$ cat src/rtl/hex_scan_display.sv
`default_nettype none
// ============================================================================
// Module   : hex_scan_display
// Function : Multiplexed hex 7-segment scanner; new values are loaded only at
//            frame end so a frame never mixes old and new data.
// Revision : 1.0 - initial release
// ============================================================================
module hex_scan_display #(
    parameter int DIGITS      = 4,
    parameter int REFRESH_DIV = 50000,
    parameter int ACTIVE_LOW  = 1
) (
    input  logic                clk,
    input  logic                rst_n,
    input  logic                en,
    input  logic [4*DIGITS-1:0] value,
    input  logic                lz_blank,
    input  logic                load_valid,
    output logic                load_ready,
    output logic [6:0]          seg,
    output logic [DIGITS-1:0]   an
);

    localparam int                 c_pc_w     = $clog2(REFRESH_DIV);
    localparam int                 c_idx_w    = (DIGITS > 1) ? $clog2(DIGITS) : 1;
    localparam logic [c_pc_w-1:0]  c_pc_last  = c_pc_w'(REFRESH_DIV - 1);
    localparam logic [c_idx_w-1:0] c_idx_last = c_idx_w'(DIGITS - 1);
    localparam logic [6:0]         c_seg_off  = (ACTIVE_LOW != 0) ? 7'h7F : 7'h00;
    localparam logic [DIGITS-1:0]  c_an_off   = (ACTIVE_LOW != 0) ? {DIGITS{1'b1}} : {DIGITS{1'b0}};

    logic [c_pc_w-1:0]   pc_q, pc_d;
    logic [c_idx_w-1:0]  idx_q, idx_d;
    logic [4*DIGITS-1:0] shadow_val_q, shadow_val_d;
    logic                shadow_lz_q, shadow_lz_d;
    logic [6:0]          seg_q, seg_d;
    logic [DIGITS-1:0]   an_q, an_d;

    logic                w_frame_end;
    logic [DIGITS-1:0]   w_zero;
    logic [DIGITS-1:0]   w_lead;
    logic                w_run;
    logic [3:0]          w_nib;
    logic                w_blank;
    logic [6:0]          w_glyph;
    logic [DIGITS-1:0]   w_an_on;

    assign w_frame_end = en && (pc_q == c_pc_last) && (idx_q == c_idx_last);
    assign load_ready  = w_frame_end;
    assign seg         = seg_q;
    assign an          = an_q;

    for (genvar gi = 0; gi < DIGITS; gi++) begin : g_zero
        assign w_zero[gi]  = (shadow_val_q[4*gi +: 4] == 4'h0);
        assign w_an_on[gi] = (idx_q == c_idx_w'(gi));
    end

    // w_lead[i]: every nibble from digit i up to the top digit is zero
    always_comb begin
        w_run  = 1'b1;
        w_lead = '0;
        for (int i = DIGITS - 1; i >= 0; i--) begin
            w_run     = w_run & w_zero[i];
            w_lead[i] = w_run;
        end
    end

    assign w_nib   = shadow_val_q[{idx_q, 2'b00} +: 4];
    assign w_blank = shadow_lz_q && (idx_q != '0) && w_lead[idx_q];

    // On-patterns, bit order g..a
    always_comb begin
        w_glyph = 7'b0000000;
        if (!w_blank) begin
            case (w_nib)
                4'h0:    w_glyph = 7'b0111111;
                4'h1:    w_glyph = 7'b0000110;
                4'h2:    w_glyph = 7'b1011011;
                4'h3:    w_glyph = 7'b1001111;
                4'h4:    w_glyph = 7'b1100110;
                4'h5:    w_glyph = 7'b1101101;
                4'h6:    w_glyph = 7'b1111101;
                4'h7:    w_glyph = 7'b0000111;
                4'h8:    w_glyph = 7'b1111111;
                4'h9:    w_glyph = 7'b1101111;
                4'hA:    w_glyph = 7'b1110111;
                4'hB:    w_glyph = 7'b1111100;
                4'hC:    w_glyph = 7'b0111001;
                4'hD:    w_glyph = 7'b1011110;
                4'hE:    w_glyph = 7'b1111001;
                default: w_glyph = 7'b1110001;
            endcase
        end
    end

    always_comb begin
        pc_d         = pc_q;
        idx_d        = idx_q;
        shadow_val_d = shadow_val_q;
        shadow_lz_d  = shadow_lz_q;
        if (en) begin
            if (pc_q == c_pc_last) begin
                pc_d  = '0;
                idx_d = (idx_q == c_idx_last) ? '0 : idx_q + 1'b1;
            end else begin
                pc_d = pc_q + 1'b1;
            end
        end
        if (load_valid && w_frame_end) begin
            shadow_val_d = value;
            shadow_lz_d  = lz_blank;
        end
        // Polarity is applied only here, at the output register input
        seg_d = en ? (w_glyph ^ c_seg_off) : c_seg_off;
        an_d  = en ? (w_an_on ^ c_an_off) : c_an_off;
    end

    always_ff @(posedge clk or negedge rst_n) begin
        if (!rst_n) begin
            pc_q         <= '0;
            idx_q        <= '0;
            shadow_val_q <= '0;
            shadow_lz_q  <= 1'b0;
            seg_q        <= c_seg_off;
            an_q         <= c_an_off;
        end else begin
            pc_q         <= pc_d;
            idx_q        <= idx_d;
            shadow_val_q <= shadow_val_d;
            shadow_lz_q  <= shadow_lz_d;
            seg_q        <= seg_d;
            an_q         <= an_d;
        end
    end

endmodule
`default_nettype wire

$ cat config.mk
export PLATFORM = sky130hd
export DESIGN_NAME = hex_scan_display
export DESIGN_NICKNAME = d
export VERILOG_FILES = /design/src/rtl/hex_scan_display.sv
export SDC_FILE = /design/constraint.sdc
export NUM_CORES = 1
export LEC_CHECK = 0
export ABC_CLOCK_PERIOD_IN_PS = 2290
export BUFFER_PORTS_ARGS = -buffer_cell sky130_fd_sc_hd__buf_2
export CAP_MARGIN = 20
export CORE_MARGIN = 2
export CORE_UTILIZATION = 51
export DETAILED_ROUTE_END_ITERATION = 10
export PLACE_DENSITY = 0.75
export SETUP_SLACK_MARGIN = 0.1
export SLEW_MARGIN = 20
export SYNTH_ARGS = -nofsm -noshare
export SYNTH_HDL_FRONTEND = slang
export SYNTH_SLANG_ARGS = --single-unit
$ cat constraint.sdc
create_clock -name clk -period 2.29 [get_ports clk]
set_input_delay 0.229 -clock clk [delete_from_list [all_inputs] [get_ports clk]]
set_output_delay 0.229 -clock clk [all_outputs]
set_load 0.01 [all_outputs]
Yosys cells after proc, flatten, opt, wreduce, memory -nomap -nowiden
Memories as Yosys holds them, arrays and structs flattened.
Index checks and enable logic that the tools add are counted.
Operators by class
  add/subtract/negate cells: 2
  divide/modulo/power cells: 0
  multiplexer cells: 7
  reductions and logical operators: 12
  $mul: 0
  eq/ne operators: 4
  bitwise operators: 5
  shift-type cells: 1
  magnitude comparators: 1
Operators by type and width (number)
  $add A16 B1 Y16 const B: 1
  $eq A16 B16 Y1 const B: 1
  $logic_not A4 Y1: 4
  $mux W16: 1
  $shiftx A16 B5 Y4: 1
  $mux W7: 2
  $not A7 Y7: 1
  $logic_and A1 B1 Y1: 5
  $eq A2 B2 Y1 const B: 2
  $mux W4: 1
  $not A4 Y4: 1
  $and A1 B1 Y1: 3
  $lt A2 B3 Y1 const B: 1
  $add A2 B1 Y2 const B: 1
  $bmux W1 S2: 1
  $eq A2 B1 Y1 const B: 1
  $logic_not A2 Y1: 1
  $mux W2: 1
  $reduce_and A2 Y1: 1
  $reduce_bool A2 Y1: 1
  $mux W1: 1
Storage, ports and cells
  bits of input ports: 21
  bits in registers: 46
  latch bits: 0
  output and inout port bits: 12
  memory bits (read-only): 112
  memories: 1
  bits in writable memories: 0
  word-level logic and storage cells: 39
Memory list
  (no name shown): words 16, bits a word 7, rd ports 1, clocked after Yosys merged registers in 0, write ports 0, RTL line 74  | case (w_nib)

Logic depth before layout (Yosys ltp)
  depth after elaboration: 10
  depth in mapped cells: 8
  depth with buffers taken out: 7

Least setup slack after synthesis
Ideal clock, no wire load.
  kind: register to register
  start: reg pc_q[10]
  end: reg shadow_val_q[10]
  stages on the path, launching flop included: 7
  library setup time: 0.125 ns
  period minus slack after synthesis: 2.322 ns
  setup slack: -0.032 ns
  arrival: 2.197 ns
  path buffers: 2
  required time: 2.165 ns
  cells stage by stage: dfrtp_1 -> or4_4 -> or3_4 -> or3_1 -> buf_6 -> buf_12 -> mux2_4
Between the ends
  cells in the longest elaborated chain, start to end: 4
Ends and longest elaborated chain
  from (decl): RTL line 31  | logic [c_pc_w-1:0] pc_q, pc_d;
  from (signal assigned): RTL line 126  | pc_q <= pc_d;
  $eq A16 B16 Y1: RTL line 47  | assign w_frame_end = en && (pc_q == c_pc_last) && (idx_q == c_idx_last);
  $logic_and A1 B1 Y1 (2 in series): RTL line 47
  $logic_and A1 B1 Y1: RTL line 108  | if (load_valid && w_frame_end) begin
  to (signal assigned): RTL line 128  | shadow_val_q <= shadow_val_d;
  to (decl): RTL line 33  | logic [4*DIGITS-1:0] shadow_val_q, shadow_val_d;
Every way passes these cells.
A chain may end at the register's enable or synchronous reset.

Final worst setup path
  start: reg pc_q[10]
  end: reg shadow_val_q[5]
The elaborated chain is that of the path after synthesis.

==> impl_metrics.json <==
{
  "drv_cap": 0,
  "synth_top_area_cell": "dfrtp_1",
  "required_ns": 2.48,
  "start_kind": "register",
  "antenna_cells": 0,
  "ios": 33,
  "cp.arrival_ns": 2.40,
  "areaGrowthSynthToFinish_pct": 16.3,
  "slew_headroom": 0.459,
  "grt_remaining_overflow": 0,
  "grt_max_degree": 38,
  "setup_violations": 0,
  "die-area_um2": 5330,
  "vias_per_cell": 5.56,
  "clk_latency_ns": 0.30,
  "p_sw_uw": 422,
  "port_buffers": 32,
  "ys_types": 45,
  "finClkSkew_ns": 0.00989,
  "status": "complete, no violations",
  "die-height_um": 73.0,
  "die_w_um": 73.0,
  "netlist_area_um2": 2430,
  "async_reset_ff_frac": 1.00,
  "wl_met1_um": 2220,
  "rsz0062_at_grt": "yes",
  "postCtsSetupBuffers": 0,
  "h-tree-depth": 2,
  "r2r-start": "pc_q[10]",
  "wl_met2_um": 2170,
  "synth_fp_nets": 240,
  "critical_path_class": "reg2reg",
  "fin_setup_tns_ns": 0,
  "clkTransAtPathRegs_ns": 0.09,
  "drt_wl_total_um": 4660,
  "globalplace.congestion": 0.830,
  "place_area_um2": 2720,
  "tightestPinTransition_ns": 0.812,
  "met3_length_um": 213,
  "rows": 25,
  "setup.worst_path.end_class": "register",
  "synth.top_cell.area_share": 0.360,
  "grt_pass1_vias": 1648,
  "yosys-top-cells-count": "dfrtp_1 (35), nor2_1 (17), nand2_1 (16)",
  "hpwl_um": 3410,
  "internal_power_uw": 1200,
  "synthFlopType": "dfrtp_1",
  "leakage_uw": 0.00134,
  "routedWlPerCell_um": 15.1,
  "power_frac_seq": 0.569,
  "fp.coreArea_um2": 4660,
  "post-route-min-period_ns": 2.21,
  "final_layout_size_suffix_gt1_frac": 0.382,
  "cts_sinks": 46,
  "fin_area_um2": 2830,
  "synth-seq-cells": 46,
  "antenna_found_initial": 0,
  "start_util": 0.521,
  "fin_nets": 285,
  "yosysMostFrequentCell": "dfrtp_1",
  "cts_buffer_depth": 2,
  "fin_crit_sh": 0.966,
  "vias": 1711,
  "cts_tree": "done",
  "post-route-util": 0.606,
  "cts_made_buffers": 5,
  "drtPass1Iterations": 5,
  "synthCells": 208,
  "synthTopCellsByArea": "dfrtp_1 (36%), dfstp_2 (12%), mux2_4 (6.2%)",
  "syn_avg_cell_area_um2": 11.7,
  "worst_slack_ns": 0.0772,
  "drtAntennaViolNets": 0,
  "hold_path_class": "in2async",
  "p_per_area_nw_per_um2": 572,
  "p_comb_frac": 0.111,
  "maxUsedRoutingLayer": "met4",
  "fmax_mhz": 452,
  "slew_viol_final": 0,
  "track_usage": 0.196,
  "synth_edf_count": 0,
  "synth_seq_area_share": 0.479,
  "path_max_fanout": 17,
  "ctsHoldBuffers": 0,
  "finalHoldViolCount": 0,
  "drc": 0,
  "cts-root-buf": "clkbuf_8",
  "netSwitchingFraction": 0.261,
  "critical_path.startpoint": "pc_q[10]",
  "grt_first_pass_wirelength_um": 8020,
  "ir_worst_vdd_v": 0.000302,
  "clkPwrFrac": 0.321,
  "dpl_worst_slack_ns": 0.0689,
  "drt_iter0_drc": 105,
  "yosysWarnings": 0
}
[registers in the layout, summed over array words and instances (netlist names)]
signal,cells
idx_q,2
seg,7
an,4
shadow_lz_q,1
shadow_val_q,16
pc_q,16
[placed cells by master, fill, tap and decap left out, drive strengths merged, types with 2 or more instances in the layout]
cell type / Yosys / final
nor3: 2 / 2
inv: 8 / 8
nand2: 16 / 16
o31ai: 2 / 2
clkbuf: 5 / 6
xnor2: 5 / 5
mux4: 5 / 5
dfstp: 11 / 11
nand4: 4 / 4
or3: 4 / 4
clkinv: 0 / 2
o21ai: 7 / 7
nand3: 9 / 9
o211ai: 3 / 3
xor2: 9 / 9
nor4: 8 / 8
nor2: 17 / 17
dfrtp: 35 / 35
buf: 2 / 45
and3: 2 / 2
ha: 11 / 11
or4: 3 / 3
o21bai: 2 / 2
a21oi: 2 / 2
mux2: 19 / 19
nor3b: 2 / 2
[stage by stage]
stage	total power (uW)	hold slack, ns	cells
global route	1690	0.0776	308
detailed placement	1110	0.370	300
floorplan	1020	-0.0666	208
finish	1620	0.0123	308
global placement	1100	0.357	300
CTS	1630	0.0408	308
[power groups by stage]
stage          Combinational [uW]  Clock (uW)  Sequential [uW]
2_1_floorplan                87.4           0              931
3_3_place_gp                  172           0              927
3_5_place_dp                  179           0              932
4_1_cts                       181         531              916
5_1_grt                       203         557              926
6_report                      179         518              919
[path summary, 6_finish.rpt]
check,to,slack (ns),cells after the start
setup reg to reg,shadow_val_q[5],0.08,5
min in group clk,shadow_val_q[11],0.15,2
hold / removal,pc_q[7],0.01,1
max in group asynchronous,seg[2],1.56,2
setup / recovery,shadow_val_q[5],0.08,5
hold reg to reg,pc_q[15],0.51,1
[cells by family (layout without fill, tap and decap cells)]
| group | after synthesis | count (layout) | share of synthesized area |
|---|---|---|---|
| flops | 46 | 46 | 0.479 |
| mux | 25 | 25 | 0.154 |
| fa+ha+maj | 11 | 11 | 0.0566 |
| compound gates | 23 | 23 | 0.0649 |
| buf+inv | 15 | 61 | 0.0330 |
| simple gates | 74 | 74 | 0.162 |
| xor+xnor | 14 | 14 | 0.0505 |
[layout make-up]
class	instances	area (um2)
Fill cell	385	1830
Multi-Input combinational cell	147	1200
Sequential cell	46	1170
Timing Repair Buffer	45	270
Clock buffer	6	82.6
Tap cell	54	67.6
Inverter	8	30.0
Clock inverter	2	12.5
[layer usage]
layer / vias up / track usage
met5: - / 0
met4: 0 / 0.0679
met3: 4 / 0.0442
met2: 46 / 0.284
met1: 825 / 0.291
li1: 836 / -
[timing repair]
| item | CTS | global route |
|---|---|---|
| resized for setup | 3 | 2 |
| pin swaps | 0 | 0 |
| cloned | 0 | 0 |
| setup endpoints to repair | 16 | 20 |
[worst max-delay path, stage by stage (launching register included)]
cell and delay (ns):
dfrtp_1 0.38, or4_4 0.54, or3_4 0.36, or3_4 0.35
buf_12 0.17, mux2_4 0.30
Power figures use the tool's default switching activity.
